<file path="src/rtl/placement_readback_if.sv">
// placement_readback_if
//   Bundles the memory read ports (grid, pos_X, pos_Y) and the record
//   output stream used by placement_readback.
//   master : the readback engine (drives read strobes/addresses and records)
//   slave  : memories + downstream consumer
//   grid_re/grid_addr/grid_dout : grid RAM read port
//   px_re/px_addr/px_dout       : pos_X RAM read port
//   py_re/py_addr/py_dout       : pos_Y RAM read port
//   out_valid/out_ready/out_node/out_x/out_y : (node, x, y) record stream
interface placement_readback_if;
   logic        grid_re;
   logic [31:0] grid_addr;
   logic [31:0] grid_dout;
   logic        px_re;
   logic [31:0] px_addr;
   logic [31:0] px_dout;
   logic        py_re;
   logic [31:0] py_addr;
   logic [31:0] py_dout;
   logic        out_valid;
   logic        out_ready;
   logic [31:0] out_node;
   logic [31:0] out_x;
   logic [31:0] out_y;

   modport master (
      output grid_re, grid_addr, input grid_dout,
      output px_re, px_addr, input px_dout,
      output py_re, py_addr, input py_dout,
      output out_valid, out_node, out_x, out_y, input out_ready
   );

   modport slave (
      input grid_re, grid_addr, output grid_dout,
      input px_re, px_addr, output px_dout,
      input py_re, py_addr, output py_dout,
      input out_valid, out_node, out_x, out_y, output out_ready
   );
endinterface

</file>
<file path="src/rtl/placement_readback.sv">
// placement_readback
//   Scans a finished placement: walks every grid cell (address x*N+y),
//   looks each occupied cell's node up in pos_X/pos_Y and streams one
//   (node, x, y) record per consistently placed node.
//   Optional build macro PLACEMENT_READBACK_DUP_CHECK_EN adds a seen-bitmap
//   that counts and skips repeated node ids (dup_cnt); otherwise dup_cnt=0.
// Ports
//   clk, reset   : clock, synchronous active-high reset
//   start        : scan request pulse (IDLE only)
//   busy, done   : scan in progress / one-cycle completion pulse
//   bus          : memory read ports + record stream (master side)
//   placed_cnt   : records transferred this scan
//   mismatch_cnt : invalid ids and position disagreements this scan
//   dup_cnt      : repeated node ids this scan (feature build only)
//
// state  | meaning
// IDLE   | waiting for start, counters hold
// G_REQ  | grid read strobe for cell (x,y)
// G_WAIT | read latency, capture grid word as node
// G_CHK  | classify node: empty / invalid / duplicate / lookup
// P_REQ  | pos_X/pos_Y read strobes for node
// P_WAIT | read latency, capture positions
// P_CHK  | compare positions against (x,y)
// EMIT   | record held on the stream until accepted
// ADV    | step to next cell or finish
// DONE   | done pulse, then IDLE
module placement_readback #(
   parameter int N        = 6,
   parameter int N_NODES  = 128,
   parameter int READ_LAT = 2,
   parameter int EMPTY    = -1
) (
   input  logic        clk,
   input  logic        reset,
   input  logic        start,
   output logic        busy,
   output logic        done,
   placement_readback_if.master bus,
   output logic [31:0] placed_cnt,
   output logic [31:0] mismatch_cnt,
   output logic [31:0] dup_cnt
);
   localparam logic [3:0] IDLE   = 4'd0;
   localparam logic [3:0] G_REQ  = 4'd1;
   localparam logic [3:0] G_WAIT = 4'd2;
   localparam logic [3:0] G_CHK  = 4'd3;
   localparam logic [3:0] P_REQ  = 4'd4;
   localparam logic [3:0] P_WAIT = 4'd5;
   localparam logic [3:0] P_CHK  = 4'd6;
   localparam logic [3:0] EMIT   = 4'd7;
   localparam logic [3:0] ADV    = 4'd8;
   localparam logic [3:0] DONE   = 4'd9;

   // Wait counter terminal count is 0; the request cycle itself is one of
   // the READ_LAT cycles, so the wait state lasts READ_LAT-1 cycles.
   localparam logic [7:0] WAIT_INIT = 8'(READ_LAT - 2);

   logic [3:0]         state_q, state_d;
   logic [31:0]        x_q, x_d, y_q, y_d;
   logic [7:0]         wait_q, wait_d;
   logic signed [31:0] node_q, node_d;
   logic [31:0]        pos_x_q, pos_x_d, pos_y_q, pos_y_d;
   logic               grid_re_q, grid_re_d, p_re_q, p_re_d;
   logic [31:0]        grid_addr_q, grid_addr_d, p_addr_q, p_addr_d;
   logic               out_valid_q, out_valid_d;
   logic [31:0]        out_node_q, out_node_d, out_x_q, out_x_d, out_y_q, out_y_d;
   logic [31:0]        placed_q, placed_d, mism_q, mism_d;
   logic               busy_q, busy_d, done_q, done_d;
`ifdef PLACEMENT_READBACK_DUP_CHECK_EN
   localparam int IDW = $clog2(N_NODES);
   logic [N_NODES-1:0] seen_q, seen_d;
   logic [31:0]        dup_q, dup_d;
   logic [IDW-1:0]     node_idx;
   assign node_idx = node_q[IDW-1:0];
`endif

   always_comb begin
      state_d     = state_q;
      x_d         = x_q;
      y_d         = y_q;
      wait_d      = wait_q;
      node_d      = node_q;
      pos_x_d     = pos_x_q;
      pos_y_d     = pos_y_q;
      grid_re_d   = 1'b0;
      grid_addr_d = grid_addr_q;
      p_re_d      = 1'b0;
      p_addr_d    = p_addr_q;
      out_valid_d = out_valid_q;
      out_node_d  = out_node_q;
      out_x_d     = out_x_q;
      out_y_d     = out_y_q;
      placed_d    = placed_q;
      mism_d      = mism_q;
      busy_d      = busy_q;
      done_d      = 1'b0;
`ifdef PLACEMENT_READBACK_DUP_CHECK_EN
      seen_d      = seen_q;
      dup_d       = dup_q;
`endif
      case (state_q)
         IDLE: begin
            if (start) begin
               state_d     = G_REQ;
               x_d         = '0;
               y_d         = '0;
               placed_d    = '0;
               mism_d      = '0;
               busy_d      = 1'b1;
               grid_re_d   = 1'b1;
               grid_addr_d = '0;
`ifdef PLACEMENT_READBACK_DUP_CHECK_EN
               seen_d      = '0;
               dup_d       = '0;
`endif
            end
         end
         G_REQ: begin
            state_d = G_WAIT;
            wait_d  = WAIT_INIT;
         end
         G_WAIT: begin
            if (wait_q == 8'd0) begin
               node_d  = bus.grid_dout;
               state_d = G_CHK;
            end else begin
               wait_d = wait_q - 8'd1;
            end
         end
         G_CHK: begin
            if (node_q == EMPTY) begin
               state_d = ADV;
            end else if (node_q < 0 || node_q >= N_NODES) begin
               mism_d  = mism_q + 32'd1;
               state_d = ADV;
`ifdef PLACEMENT_READBACK_DUP_CHECK_EN
            end else if (seen_q[node_idx]) begin
               dup_d   = dup_q + 32'd1;
               state_d = ADV;
`endif
            end else begin
`ifdef PLACEMENT_READBACK_DUP_CHECK_EN
               seen_d[node_idx] = 1'b1;
`endif
               p_re_d   = 1'b1;
               p_addr_d = node_q;
               state_d  = P_REQ;
            end
         end
         P_REQ: begin
            state_d = P_WAIT;
            wait_d  = WAIT_INIT;
         end
         P_WAIT: begin
            if (wait_q == 8'd0) begin
               pos_x_d = bus.px_dout;
               pos_y_d = bus.py_dout;
               state_d = P_CHK;
            end else begin
               wait_d = wait_q - 8'd1;
            end
         end
         P_CHK: begin
            if (pos_x_q != x_q || pos_y_q != y_q) begin
               mism_d  = mism_q + 32'd1;
               state_d = ADV;
            end else begin
               out_valid_d = 1'b1;
               out_node_d  = node_q;
               out_x_d     = x_q;
               out_y_d     = y_q;
               state_d     = EMIT;
            end
         end
         EMIT: begin
            if (bus.out_ready) begin
               out_valid_d = 1'b0;
               placed_d    = placed_q + 32'd1;
               state_d     = ADV;
            end
         end
         ADV: begin
            if (y_q == 32'(N - 1)) begin
               y_d = '0;
               x_d = x_q + 32'd1;
            end else begin
               y_d = y_q + 32'd1;
            end
            if (x_q == 32'(N - 1) && y_q == 32'(N - 1)) begin
               state_d = DONE;
               done_d  = 1'b1;
               busy_d  = 1'b0;
            end else begin
               state_d     = G_REQ;
               grid_re_d   = 1'b1;
               grid_addr_d = x_d * 32'(N) + y_d;
            end
         end
         DONE:    state_d = IDLE;
         default: state_d = IDLE;
      endcase
   end

   always_ff @(posedge clk) begin
      if (reset) begin
         state_q     <= IDLE;
         x_q         <= '0;
         y_q         <= '0;
         wait_q      <= '0;
         node_q      <= '0;
         pos_x_q     <= '0;
         pos_y_q     <= '0;
         grid_re_q   <= 1'b0;
         grid_addr_q <= '0;
         p_re_q      <= 1'b0;
         p_addr_q    <= '0;
         out_valid_q <= 1'b0;
         out_node_q  <= '0;
         out_x_q     <= '0;
         out_y_q     <= '0;
         placed_q    <= '0;
         mism_q      <= '0;
         busy_q      <= 1'b0;
         done_q      <= 1'b0;
`ifdef PLACEMENT_READBACK_DUP_CHECK_EN
         seen_q      <= '0;
         dup_q       <= '0;
`endif
      end else begin
         state_q     <= state_d;
         x_q         <= x_d;
         y_q         <= y_d;
         wait_q      <= wait_d;
         node_q      <= node_d;
         pos_x_q     <= pos_x_d;
         pos_y_q     <= pos_y_d;
         grid_re_q   <= grid_re_d;
         grid_addr_q <= grid_addr_d;
         p_re_q      <= p_re_d;
         p_addr_q    <= p_addr_d;
         out_valid_q <= out_valid_d;
         out_node_q  <= out_node_d;
         out_x_q     <= out_x_d;
         out_y_q     <= out_y_d;
         placed_q    <= placed_d;
         mism_q      <= mism_d;
         busy_q      <= busy_d;
         done_q      <= done_d;
`ifdef PLACEMENT_READBACK_DUP_CHECK_EN
         seen_q      <= seen_d;
         dup_q       <= dup_d;
`endif
      end
   end

   assign bus.grid_re   = grid_re_q;
   assign bus.grid_addr = grid_addr_q;
   assign bus.px_re     = p_re_q;
   assign bus.px_addr   = p_addr_q;
   assign bus.py_re     = p_re_q;
   assign bus.py_addr   = p_addr_q;
   assign bus.out_valid = out_valid_q;
   assign bus.out_node  = out_node_q;
   assign bus.out_x     = out_x_q;
   assign bus.out_y     = out_y_q;
   assign busy          = busy_q;
   assign done          = done_q;
   assign placed_cnt    = placed_q;
   assign mismatch_cnt  = mism_q;
`ifdef PLACEMENT_READBACK_DUP_CHECK_EN
   assign dup_cnt       = dup_q;
`else
   assign dup_cnt       = '0;
`endif
endmodule

</file>
<file path="src/flat_wrapper.sv">
// flat-port wrapper written by rule: the top's interface ports become plain ports
module placement_readback_flat 
#(
   parameter int N        = 6,
   parameter int N_NODES  = 128,
   parameter int READ_LAT = 2,
   parameter int EMPTY    = -1
)
  (clk, reset, start, busy, done, placed_cnt, mismatch_cnt, dup_cnt, bus_grid_re, bus_grid_addr, bus_grid_dout, bus_px_re, bus_px_addr, bus_px_dout, bus_py_re, bus_py_addr, bus_py_dout, bus_out_valid, bus_out_node, bus_out_x, bus_out_y, bus_out_ready);
  placement_readback_if bus_i ();
  input  logic clk;
  input  logic reset;
  input  logic start;
  output logic busy;
  output logic done;
  output logic [31:0] placed_cnt;
  output logic [31:0] mismatch_cnt;
  output logic [31:0] dup_cnt;
  output wire logic [$bits(bus_i.grid_re)-1:0] bus_grid_re;
  output wire logic [$bits(bus_i.grid_addr)-1:0] bus_grid_addr;
  input wire logic [$bits(bus_i.grid_dout)-1:0] bus_grid_dout;
  output wire logic [$bits(bus_i.px_re)-1:0] bus_px_re;
  output wire logic [$bits(bus_i.px_addr)-1:0] bus_px_addr;
  input wire logic [$bits(bus_i.px_dout)-1:0] bus_px_dout;
  output wire logic [$bits(bus_i.py_re)-1:0] bus_py_re;
  output wire logic [$bits(bus_i.py_addr)-1:0] bus_py_addr;
  input wire logic [$bits(bus_i.py_dout)-1:0] bus_py_dout;
  output wire logic [$bits(bus_i.out_valid)-1:0] bus_out_valid;
  output wire logic [$bits(bus_i.out_node)-1:0] bus_out_node;
  output wire logic [$bits(bus_i.out_x)-1:0] bus_out_x;
  output wire logic [$bits(bus_i.out_y)-1:0] bus_out_y;
  input wire logic [$bits(bus_i.out_ready)-1:0] bus_out_ready;
  assign bus_grid_re = bus_i.grid_re;
  assign bus_grid_addr = bus_i.grid_addr;
  assign bus_i.grid_dout = bus_grid_dout;
  assign bus_px_re = bus_i.px_re;
  assign bus_px_addr = bus_i.px_addr;
  assign bus_i.px_dout = bus_px_dout;
  assign bus_py_re = bus_i.py_re;
  assign bus_py_addr = bus_i.py_addr;
  assign bus_i.py_dout = bus_py_dout;
  assign bus_out_valid = bus_i.out_valid;
  assign bus_out_node = bus_i.out_node;
  assign bus_out_x = bus_i.out_x;
  assign bus_out_y = bus_i.out_y;
  assign bus_i.out_ready = bus_out_ready;
  placement_readback #(.N(N), .N_NODES(N_NODES), .READ_LAT(READ_LAT), .EMPTY(EMPTY)) u_core (.clk(clk), .reset(reset), .start(start), .busy(busy), .done(done), .bus(bus_i), .placed_cnt(placed_cnt), .mismatch_cnt(mismatch_cnt), .dup_cnt(dup_cnt));
endmodule
</file>
<file path="config.mk">
export PLATFORM = sky130hd
export DESIGN_NAME = placement_readback_flat
export DESIGN_NICKNAME = d
export VERILOG_FILES = /design/src/rtl/placement_readback_if.sv /design/src/rtl/placement_readback.sv /design/src/flat_wrapper.sv
export SDC_FILE = /design/constraint.sdc
export NUM_CORES = 1
export LEC_CHECK = 0
export ABC_AREA = 0
export CELL_PAD_IN_SITES_DETAIL_PLACEMENT = 2
export CELL_PAD_IN_SITES_GLOBAL_PLACEMENT = 2
export CORE_MARGIN = 10
export CORE_UTILIZATION = 30
export CTS_CLUSTER_DIAMETER = 80
export CTS_CLUSTER_SIZE = 8
export DETAILED_ROUTE_END_ITERATION = 16
export PLACE_DENSITY_LB_ADDON = 0.1
export REMOVE_ABC_BUFFERS = 1
export SETUP_SLACK_MARGIN = 0.1
export SLEW_MARGIN = 30
export SYNTH_ARGS = -nofsm -noshare
export SYNTH_HDL_FRONTEND = slang
export SYNTH_SLANG_ARGS = --single-unit
</file>
<file path="constraint.sdc">
create_clock -name clk -period 9.4 [get_ports clk]
set_clock_uncertainty 0.15 [all_clocks]
set_input_delay 1.88 -clock clk [delete_from_list [all_inputs] [get_ports clk]]
set_output_delay 1.88 -clock clk [all_outputs]
set_load 0.005 [all_outputs]
</file>
==> impl_metrics.toml, run 1 <==
[run_status]
outcome = "completed"

[logic_synthesis]
async_reset_ff_frac = 0
synth_enable_flop_cells = 0
top_area_cells_in_the_synthesized_netlist = "sky130_fd_sc_hd__dfxtp_1 39%, sky130_fd_sc_hd__xnor2_1 6.6%, sky130_fd_sc_hd__nor2_1 6.0%"
cells_after_synthesis = 2539
synth-warning-count = 0
syn_area_um2 = 20800
synth_top_cell_area_share = 0.386
synth_ff_type = "sky130_fd_sc_hd__dfxtp_1"
synth_seq_cells = 401
post-synth-top-count-cell = "sky130_fd_sc_hd__dfxtp_1"
synth_top_cells_by_count = "401 x sky130_fd_sc_hd__dfxtp_1, 331 x sky130_fd_sc_hd__nor2_1, 319 x sky130_fd_sc_hd__nand2_1"
synth.avg_cell_area_um2 = 8.19
synthDominantAreaCellType = "sky130_fd_sc_hd__dfxtp_1"
number_of_library_cell_types_mapped_by_synthesis = 79
seq_area_frac_synth = 0.386

[cts]
tritoncts = "built"
post-cts-setup-buffers = 0
clock_insertion_delay_at_the_later_pin_of_the_skew_report_ns = 0.63
clock-sinks = 401
path_clk_slew_ns = 0.05
cts_htree_levels = 2
number_of_cts_inserted_buffers = 56
clockBufferDepth = 3
clock-root-buffer = "sky130_fd_sc_hd__clkbuf_16"
ctsHoldBuffers = 0
ctsResizeCount = 0

[timing]
maxClockFrequency_mhz = 122
minimum_period_implied_by_the_final_worst_setup_slack_ns = 8.17
worstMarginPinSlew_ns = 0.938
timing_hold_violations_final = 0
final-setup-viol-count = 0
fraction_of_the_cycle_the_final_worst_path_needs = 0.869
finalHoldWorstSlack_ns = 0.308
max_slew_margin = 0.369
slew_violations = 0
rsz0062_at_grt = "no"
setup-tns-final_ns = 0

[worst_setup_path]
register_to_register_path_depth = 24
crit_slowest_cell = "sky130_fd_sc_hd__nor3b_1"
cp_max_fo = 12
critical_path.cell_chain = "nor3_1 -> and4_1 -> nand2_1 -> nor4_1 -> nor3b_1 -> xor2_1 -> ha_1 -> o21a_1 -> nor2_1 -> nand4b_1 -> o22ai_2 -> a211o_1 -> a21o_1 -> xor2_1 -> ha_1 -> a21o_1 -> a21oi_1 -> or4b_2 -> and3_1 -> a221oi_1 -> o21bai_1 -> a21oi_1 -> nand2_1 -> a32o_1"
cpPeakStageDelay_ns = 0.76
ff2ff_setup_slack_ns = 1.23
crit_type = "flop to flop"
worstSetupEndpointType = "flop"
rr_endpoint = "u_core.bus.grid_addr[31]"
cp-startpoint = "u_core.y_q[27]"
cp-start-kind = "flop"
setup.worst_path.end = "u_core.bus.grid_addr[31]"
r2r_start = "u_core.y_q[27]"
worst-endpoint-required_ns = 9.75
timing.critical_path.arrival_ns = 8.51

[die]
coreArea_um2 = 68700
design.die.area_um2 = 80200
die_h_um = 283
io-pin-count = 394
fp-row-count = 96
initial_utilization = 0.303
die_boundary_width_um = 283

[power_and_ir_drop]
power_switching_share = 0.320
pwr-share-clk = 0.415
max-vdd-ir-drop_mv = 0.146
p_seq_frac = 0.404
cellLeakagePower_uw = 0.0103
switchingPower_uw = 1440
post-layout-total-power_uw = 4490
power.share.combinational = 0.182
p_int_uw = 3050
power-per-cell-area_nw_per_um2 = 171

[grt]
antenna_found_initial = 5
grt_first_pass_wirelength_mm = 133
global_route.overflow_total = 0
maximum_number_of_pins_on_one_net_before_global_route_repair = 91
globalRouteTotalUtil = 0.212
first_global_vias = 20600

[routing]
initialDrtViolationCount = 930
drt-pass1-iter-count = 5
detailroute.via_count = 19000
route.detailed.vias_per_inst = 5.11
drt-total-wl_mm = 88.4
drt.antenna.violating_nets = 0
remaining_drc_errors = 0
detail_route.wl_per_cell_um = 23.8

[cells_and_area]
number_of_standard_cells_in_the_layout_taps_in_and_fillers_out = 3715
layout.cell_area.non_filler_um2 = 26300
drive_gt1_frac = 0.0457
layout.nets = 2943
layout-area-overhead-vs-synth_pct = 26.3

[placement]
place.port_buffers = 361
hpwl_mm = 67.2
globalplace.congestion = 0.914
place_inst = 3652
detailed_place.area_um2 = 24700

[min_path]
holdCritPathClass = "flop to flop"

[run]
drv.max_cap_violation_count = 0
==> cell usage in the layout (no fill, tap or decap), types with 5 or more instances in the layout <==
cell                              instances
sky130_fd_sc_hd__nor2_1                 329
sky130_fd_sc_hd__clkdlybuf4s50_1        360
sky130_fd_sc_hd__nor4_2                   7
sky130_fd_sc_hd__a21oi_1                219
sky130_fd_sc_hd__a31oi_1                 11
sky130_fd_sc_hd__nand3b_1                 6
sky130_fd_sc_hd__o21bai_1                 9
sky130_fd_sc_hd__and3_1                  31
sky130_fd_sc_hd__a22o_1                   7
sky130_fd_sc_hd__a22oi_1                 45
sky130_fd_sc_hd__nand3_1                 74
sky130_fd_sc_hd__nor2b_1                 11
sky130_fd_sc_hd__and4_1                  13
sky130_fd_sc_hd__o21a_1                   5
sky130_fd_sc_hd__buf_4                   20
sky130_fd_sc_hd__or4_1                    8
sky130_fd_sc_hd__a21o_1                  29
sky130_fd_sc_hd__nand4_1                 49
sky130_fd_sc_hd__and2_1                  36
sky130_fd_sc_hd__a211o_1                  5
sky130_fd_sc_hd__o21ai_0                 55
sky130_fd_sc_hd__nand2_1                317
sky130_fd_sc_hd__xnor2_1                157
sky130_fd_sc_hd__nor3_1                  48
sky130_fd_sc_hd__xor2_1                  80
sky130_fd_sc_hd__a21oi_2                  5
sky130_fd_sc_hd__or3_1                   23
sky130_fd_sc_hd__nor4_1                  27
sky130_fd_sc_hd__ha_1                    62
sky130_fd_sc_hd__o211ai_1                 5
sky130_fd_sc_hd__dfxtp_1                401
sky130_fd_sc_hd__inv_1                   39
sky130_fd_sc_hd__o31ai_1                  8
sky130_fd_sc_hd__mux2i_1                 98
sky130_fd_sc_hd__conb_1                  32
sky130_fd_sc_hd__clkbuf_16               56
sky130_fd_sc_hd__nand2b_1                11
==> metrics by stage <==
step / setup WS [ns] / util
after floorplan: 2.55 / -
after global routing: 0.641 / 0.382
after detailed placement: 1.36 / 0.360
after global placement: 1.63 / 0.360
final: 1.23 / 0.382
after CTS: 1.32 / 0.382
==> critical path: cells and delay by family, from the launching register on <==
family	cells	cell delay (ns)
AND/OR/NAND/NOR	10	3.98
AO/OA/AOI/OAI	10	2.31
adder cells (fa/ha/maj)	2	0.79
flip-flops	1	0.41
XOR/XNOR	2	0.39
==> state kept, by name (all words and copies together), names as in the netlist <==
register              flops
u_core.y_q               32
u_core.node_q            32
u_core.placed_cnt        32
u_core.bus.px_re          1
u_core.bus.out_valid      1
u_core.done               1
u_core.state_q            4
u_core.bus.out_node      32
u_core.x_q               32
u_core.bus.grid_addr     32
u_core.pos_y_q           32
u_core.busy               1
u_core.bus.out_y         32
u_core.bus.out_x         32
u_core.pos_x_q           32
u_core.wait_q             8
u_core.bus.grid_re        1
u_core.bus.px_addr       32
u_core.mismatch_cnt      32
==> power by group through the flow <==
stage	clock network [µW]	logic [µW]	registers, µW
2_1_floorplan	0	407	1820
3_5_place_dp	0	823	1850
5_1_grt	1990	890	1820
3_3_place_gp	0	795	1840
4_1_cts	1930	831	1810
6_report	1860	816	1810
==> cells by family (layout without fill, tap and decap cells) <==
| family | after synthesis | count (layout) | share of synthesized area |
|---|---|---|---|
| xor+xnor | 238 | 238 | 0.101 |
| mux | 100 | 100 | 0.0484 |
| fa+ha+maj | 64 | 64 | 0.0392 |
| other cells | 1 | 34 | 0.000180 |
| buf+inv | 273 | 485 | 0.0640 |
| flops | 401 | 401 | 0.386 |
| simple gates | 1017 | 1017 | 0.230 |
| compound gates | 445 | 445 | 0.131 |
==> layout make-up <==
class,count,area [µm²]
clock inverter,5,105
antenna,2,5.00
fill,7716,42400
multi-input combinational,1896,11600
sequential,401,8030
clock buffer,56,1400
tap,931,1160
timing repair buffer,383,3790
inverter,41,166
==> layer usage <==
layer | vias to the layer above | share of wire | GRT usage
met5 | - | 0.00038 | 0
met4 | 4 | 0.019 | 0.0461
met3 | 99 | 0.056 | 0.0531
met2 | 373 | 0.48 | 0.360
met1 | 9454 | 0.45 | 0.267
li1 | 9062 | - | -
==> how the worst min path moves through the flow <==
stage | cells past startpoint | endpoint | start
6_report | 2 | u_core.bus.out_valid | u_core.bus.out_valid
5_1_grt | 2 | u_core.busy | u_core.busy
4_1_cts | 2 | u_core.bus.out_valid | u_core.bus.out_valid
3_5_place_dp | 2 | u_core.bus.out_valid | u_core.bus.out_valid
3_3_place_gp | 2 | u_core.bus.out_valid | u_core.bus.out_valid
2_1_floorplan | 2 | u_core.bus.out_valid | u_core.bus.out_valid
(Power assumes the default switching activity.)
==> run 2, diff against run 1 <==
--- a/config.mk
+++ b/config.mk
@@ -11,7 +11,7 @@
 export CORE_MARGIN = 10
 export CORE_UTILIZATION = 30
 export CTS_CLUSTER_DIAMETER = 80
-export CTS_CLUSTER_SIZE = 8
+export CTS_CLUSTER_SIZE = 24
 export DETAILED_ROUTE_END_ITERATION = 16
 export PLACE_DENSITY_LB_ADDON = 0.1
 export REMOVE_ABC_BUFFERS = 1
==> impl_metrics.toml, run 2 (synthesis results as in run 1) <==
[routing]
drt-pass1-iter-count = 4
initialDrtViolationCount = 1037
drt-total-wl_mm = 87.4
detailroute.via_count = 19000
detail_route.wl_per_cell_um = 23.6
drt.antenna.violating_nets = 0
remaining_drc_errors = 0
route.detailed.vias_per_inst = 5.11

[die]
fp-row-count = 96
die_boundary_width_um = 283
coreArea_um2 = 68700
design.die.area_um2 = 80200
io-pin-count = 394
initial_utilization = 0.303
die_h_um = 283

[timing]
maxClockFrequency_mhz = 123
final-setup-viol-count = 0
worstMarginPinSlew_ns = 0.910
minimum_period_implied_by_the_final_worst_setup_slack_ns = 8.13
slew_violations = 0
max_slew_margin = 0.388
timing_hold_violations_final = 0
rsz0062_at_grt = "no"
finalHoldWorstSlack_ns = 0.312
setup-tns-final_ns = 0
fraction_of_the_cycle_the_final_worst_path_needs = 0.864

[power_and_ir_drop]
power_switching_share = 0.343
power-per-cell-area_nw_per_um2 = 158
switchingPower_uw = 1410
max-vdd-ir-drop_mv = 0.149
power.share.combinational = 0.199
p_int_uw = 2690
p_seq_frac = 0.441
post-layout-total-power_uw = 4090
cellLeakagePower_uw = 0.0101
pwr-share-clk = 0.360

[grt]
grt_first_pass_wirelength_mm = 132
groute.layer.met3.usage = 0.0413
global_route.overflow_total = 0
antenna_found_initial = 4
first_global_vias = 20300
busiest_layer = "met2"
global_route.usage.met2 = 0.359
globalRouteTotalUtil = 0.209
met1_usage = 0.270
maximum_number_of_pins_on_one_net_before_global_route_repair = 91

[run_status]
outcome = "completed"

[cts]
post-cts-setup-buffers = 0
cts_htree_levels = 1
ctsHoldBuffers = 0
clock_insertion_delay_at_the_later_pin_of_the_skew_report_ns = 0.62
ctsResizeCount = 0
clock-root-buffer = "sky130_fd_sc_hd__clkbuf_16"
clock-sinks = 401
number_of_cts_inserted_buffers = 30
clockBufferDepth = 3
tritoncts = "built"
path_clk_slew_ns = 0.08

[run]
drv.max_cap_violation_count = 0

[worst_setup_path]
timing.critical_path.arrival_ns = 8.49
cp_max_fo = 12
crit_type = "flop to flop"
worstSetupEndpointType = "flop"
worst-endpoint-required_ns = 9.76
cp-start-kind = "flop"

[cells_and_area]
drive_gt1_frac = 0.0436
layout-area-overhead-vs-synth_pct = 24.3
final_core_util = 0.376
layout.nets = 2917
commonest_cells_after_routing_fill_and_taps_aside = "401 x sky130_fd_sc_hd__dfxtp_1, 360 x sky130_fd_sc_hd__clkdlybuf4s50_1, 329 x sky130_fd_sc_hd__nor2_1, 317 x sky130_fd_sc_hd__nand2_1, 219 x sky130_fd_sc_hd__a21oi_1"
final_common_cell = "sky130_fd_sc_hd__dfxtp_1"

[placement]
hpwl_mm = 67.2
place.port_buffers = 361
globalplace.congestion = 0.914

[min_path]
holdCritPathClass = "flop to flop"
-- run 2: worst paths after layout --
kind	startpoint	slack [ns]	cells after the start	end
worst max register to register	u_core.y_q[27]	1.27	24	u_core.bus.grid_addr[31]
worst min-delay path	u_core.busy	0.31	2	u_core.busy
worst min register to register	u_core.busy	0.31	2	u_core.busy
worst max-delay path	u_core.y_q[27]	1.27	24	u_core.bus.grid_addr[31]
-- run 2: cell type report --
type                       instances  area, µm²
clock buffer                      32        778
multi-input combinational       1896      11600
antenna                            2       5.00
sequential                       401       8030
tap                              931       1160
fill                            7746      42900
inverter                          41        166
timing repair buffer             383       3790
clock inverter                    24        310
-- run 2: metal layers --
metal / up-vias / wire length [µm]
met3: 66 / 4490
met4: 4 / 1220
met1: 9488 / 39600
met5: - / 34
met2: 361 / 42100
li1: 9033 / -
-- run 2: metrics by stage --
step | setup WS, ns | cells | area, µm²
after floorplan | 2.55 | 2338 | 19700
after global placement | 1.63 | 3652 | 24700
after detailed placement | 1.36 | 3652 | 24700
after CTS | 1.32 | 3708 | 25800
after global routing | 0.659 | 3709 | 25800
final | 1.27 | 3710 | 25800
-- run 2: worst max-delay path, stage by stage (launching register included) --
cell and delay [ns]:
sky130_fd_sc_hd__dfxtp_1 0.41, sky130_fd_sc_hd__nor3_1 0.46, sky130_fd_sc_hd__and4_1 0.45, sky130_fd_sc_hd__nand2_1 0.38, sky130_fd_sc_hd__nor4_1 0.71, sky130_fd_sc_hd__nor3b_1 0.76, sky130_fd_sc_hd__xor2_1 0.22, sky130_fd_sc_hd__ha_1 0.40
sky130_fd_sc_hd__o21a_1 0.25, sky130_fd_sc_hd__nor2_1 0.16, sky130_fd_sc_hd__nand4b_1 0.14, sky130_fd_sc_hd__o22ai_2 0.13, sky130_fd_sc_hd__a211o_1 0.29, sky130_fd_sc_hd__a21o_1 0.22, sky130_fd_sc_hd__xor2_1 0.18, sky130_fd_sc_hd__ha_1 0.39
sky130_fd_sc_hd__a21o_1 0.20, sky130_fd_sc_hd__a21oi_1 0.27, sky130_fd_sc_hd__or4b_2 0.62, sky130_fd_sc_hd__and3_1 0.19, sky130_fd_sc_hd__a221oi_1 0.38, sky130_fd_sc_hd__o21bai_1 0.12, sky130_fd_sc_hd__a21oi_1 0.19, sky130_fd_sc_hd__nand2_1 0.08
sky130_fd_sc_hd__a32o_1 0.26
-- run 2: power groups by stage --
stage	clock network, µW	logic, µW	registers [µW]
after floorplan	0	407	1820
after global placement	0	795	1840
after detailed placement	0	823	1850
after CTS	1530	827	1800
after global routing	1590	887	1810
final	1480	814	1800
==> run 3, diff against run 2 <==
--- a/config.mk
+++ b/config.mk
@@ -9,7 +9,7 @@
 export CELL_PAD_IN_SITES_DETAIL_PLACEMENT = 2
 export CELL_PAD_IN_SITES_GLOBAL_PLACEMENT = 2
 export CORE_MARGIN = 10
-export CORE_UTILIZATION = 30
+export CORE_UTILIZATION = 31
 export CTS_CLUSTER_DIAMETER = 80
 export CTS_CLUSTER_SIZE = 24
 export DETAILED_ROUTE_END_ITERATION = 16
==> impl_metrics.toml, run 3 (synthesis results as in run 1) <==
[power_and_ir_drop]
power_switching_share = 0.349
p_int_uw = 2720
cellLeakagePower_uw = 0.0101
switchingPower_uw = 1460
power.share.combinational = 0.194
p_seq_frac = 0.432
power-per-cell-area_nw_per_um2 = 162
pwr-share-clk = 0.374
max-vdd-ir-drop_mv = 0.170

[min_path]
holdCritPathClass = "flop to flop"
worst_hold_startpoint = "u_core.bus.out_valid"

[cells_and_area]
drive_gt1_frac = 0.0439
commonest_cells_after_routing_fill_and_taps_aside = "401 x sky130_fd_sc_hd__dfxtp_1, 360 x sky130_fd_sc_hd__clkdlybuf4s50_1, 329 x sky130_fd_sc_hd__nor2_1, 318 x sky130_fd_sc_hd__nand2_1, 220 x sky130_fd_sc_hd__a21oi_1"
final_common_cell = "sky130_fd_sc_hd__dfxtp_1"
layout.nets = 2920
layout-area-overhead-vs-synth_pct = 24.4
nFillCells = 7433
final_core_util = 0.391

[cts]
ctsResizeCount = 0
path_clk_slew_ns = 0.09
clockBufferDepth = 3
tritoncts = "built"
ctsHoldBuffers = 0
clock_insertion_delay_at_the_later_pin_of_the_skew_report_ns = 0.65
number_of_cts_inserted_buffers = 31
clock-root-buffer = "sky130_fd_sc_hd__clkbuf_16"
cts_htree_levels = 1
post-cts-setup-buffers = 0
clock-sinks = 401

[worst_setup_path]
r2r_start = "u_core.y_q[0]"
worstSetupEndpointType = "flop"
cp-startpoint = "u_core.y_q[0]"
crit_type = "flop to flop"
cp-start-kind = "flop"
cp_max_fo = 19
timing.critical_path.arrival_ns = 8.62
worst-endpoint-required_ns = 9.77

[routing]
top_signal_layer_used = "met5"
detailroute.via_count = 19200
route.detailed.vias_per_inst = 5.27
drt.antenna.violating_nets = 0
met2WireLength_mm = 42.0
remaining_drc_errors = 0
initialDrtViolationCount = 1054
m1WireLength_mm = 38.5
drt-total-wl_mm = 88.3
drt-pass1-iter-count = 5
route.met3.wl_mm = 5.48
detail_route.wl_per_cell_um = 24.2

[grt]
grt_first_pass_wirelength_mm = 132
first_global_vias = 20400
antenna_found_initial = 7
global_route.overflow_total = 0
globalRouteTotalUtil = 0.217
maximum_number_of_pins_on_one_net_before_global_route_repair = 109

[timing]
fraction_of_the_cycle_the_final_worst_path_needs = 0.877
maxClockFrequency_mhz = 121
timing_hold_violations_final = 0
max_slew_margin = 0.323
slew_violations = 0
final-setup-viol-count = 0
setup-tns-final_ns = 0
worstMarginPinSlew_ns = 1.01
rsz0062_at_grt = "no"
minimum_period_implied_by_the_final_worst_setup_slack_ns = 8.25

[die]
initial_utilization = 0.315
die_boundary_width_um = 279
design.die.area_um2 = 77800
fp-row-count = 94
coreArea_um2 = 66100
io-pin-count = 394
die_h_um = 279

[placement]
place.port_buffers = 361
hpwl_mm = 67.5
globalplace.congestion = 0.876

[run_status]
outcome = "completed"

[run]
drv.max_cap_violation_count = 0
[run 3: changes by cell type in the layout (fill, tap and decap cells not counted), moves of 2 or more]
cell / before / now
sky130_fd_sc_hd__clkinv_16: 0 / 2
sky130_fd_sc_hd__inv_16: 0 / 2
sky130_fd_sc_hd__buf_6: 2 / 0
sky130_fd_sc_hd__inv_6: 5 / 3
sky130_fd_sc_hd__clkinv_2: 3 / 1
sky130_fd_sc_hd__buf_4: 20 / 24
sky130_fd_sc_hd__inv_8: 5 / 3
sky130_fd_sc_hd__clkinv_8: 4 / 7
[run 3: layout make-up]
cell class	instances	area, µm²	area share
well taps	864	1080	0.0418
repair buffers	385	3800	0.147
inverters	41	166	0.00643
clock buffers	33	793	0.0307
clock inverters	25	408	0.0158
diodes	3	7.51	0.000290
multi-input cells	1896	11600	0.448
flip-flops and latches	401	8030	0.310
[run 3: path summary, 6_finish.rpt]
check / end / slack [ns] / depth (start not counted)
setup / recovery: u_core.bus.grid_addr[31] / 1.15 / 25
hold / removal: u_core.bus.out_valid / 0.32 / 2
setup reg to reg: u_core.bus.grid_addr[31] / 1.15 / 25
hold reg to reg: u_core.bus.out_valid / 0.32 / 2
[run 3: layer usage]
metal,up-vias,global-route usage
met5,-,0
met4,10,0.0585
met3,110,0.0469
met2,381,0.369
met1,9677,0.275
li1,9033,-
[run 3: power by group through the flow]
| stage | combinational (µW) | sequential, µW | clock (µW) |
|---|---|---|---|
| finish | 809 | 1810 | 1570 |
| global route | 876 | 1820 | 1680 |
| CTS | 811 | 1810 | 1620 |
| detailed placement | 806 | 1850 | 0 |
| global placement | 793 | 1840 | 0 |
| floorplan | 407 | 1820 | 0 |
[run 3: worst max-delay path: stages (launching register included)]
cell and delay, ns:
sky130_fd_sc_hd__dfxtp_1 0.52, sky130_fd_sc_hd__ha_1 0.25, sky130_fd_sc_hd__nor4b_4 0.24, sky130_fd_sc_hd__nand4_2 0.48, sky130_fd_sc_hd__or4_1 0.94, sky130_fd_sc_hd__or4_4 0.56
sky130_fd_sc_hd__nor3_1 0.23, sky130_fd_sc_hd__xor2_1 0.31, sky130_fd_sc_hd__ha_1 0.33, sky130_fd_sc_hd__o21a_1 0.16, sky130_fd_sc_hd__nor2_1 0.16, sky130_fd_sc_hd__nand4b_1 0.15
sky130_fd_sc_hd__o22ai_2 0.13, sky130_fd_sc_hd__a211o_1 0.28, sky130_fd_sc_hd__a21o_1 0.23, sky130_fd_sc_hd__xor2_1 0.17, sky130_fd_sc_hd__ha_1 0.38, sky130_fd_sc_hd__a21o_1 0.21
sky130_fd_sc_hd__a21oi_1 0.27, sky130_fd_sc_hd__or4b_2 0.61, sky130_fd_sc_hd__and3_1 0.18, sky130_fd_sc_hd__a221oi_1 0.42, sky130_fd_sc_hd__o21bai_1 0.17, sky130_fd_sc_hd__a21oi_1 0.22
sky130_fd_sc_hd__nand2_1 0.08, sky130_fd_sc_hd__a32o_1 0.26
[run 3: through the flow]
| step | area [µm²] | setup WS [ns] | std cells | hold WS, ns | total power, µW |
|---|---|---|---|---|---|
| after floorplan | 19700 | 2.55 | 2338 | 0.292 | 2230 |
| after global placement | 24700 | 1.65 | 3587 | 0.300 | 2630 |
| after detailed placement | 24700 | 1.34 | 3587 | 0.315 | 2650 |
| after CTS | 25900 | 1.26 | 3645 | 0.330 | 4240 |
| after global routing | 25900 | 0.769 | 3646 | 0.347 | 4370 |
| final | 25900 | 1.15 | 3648 | 0.318 | 4180 |
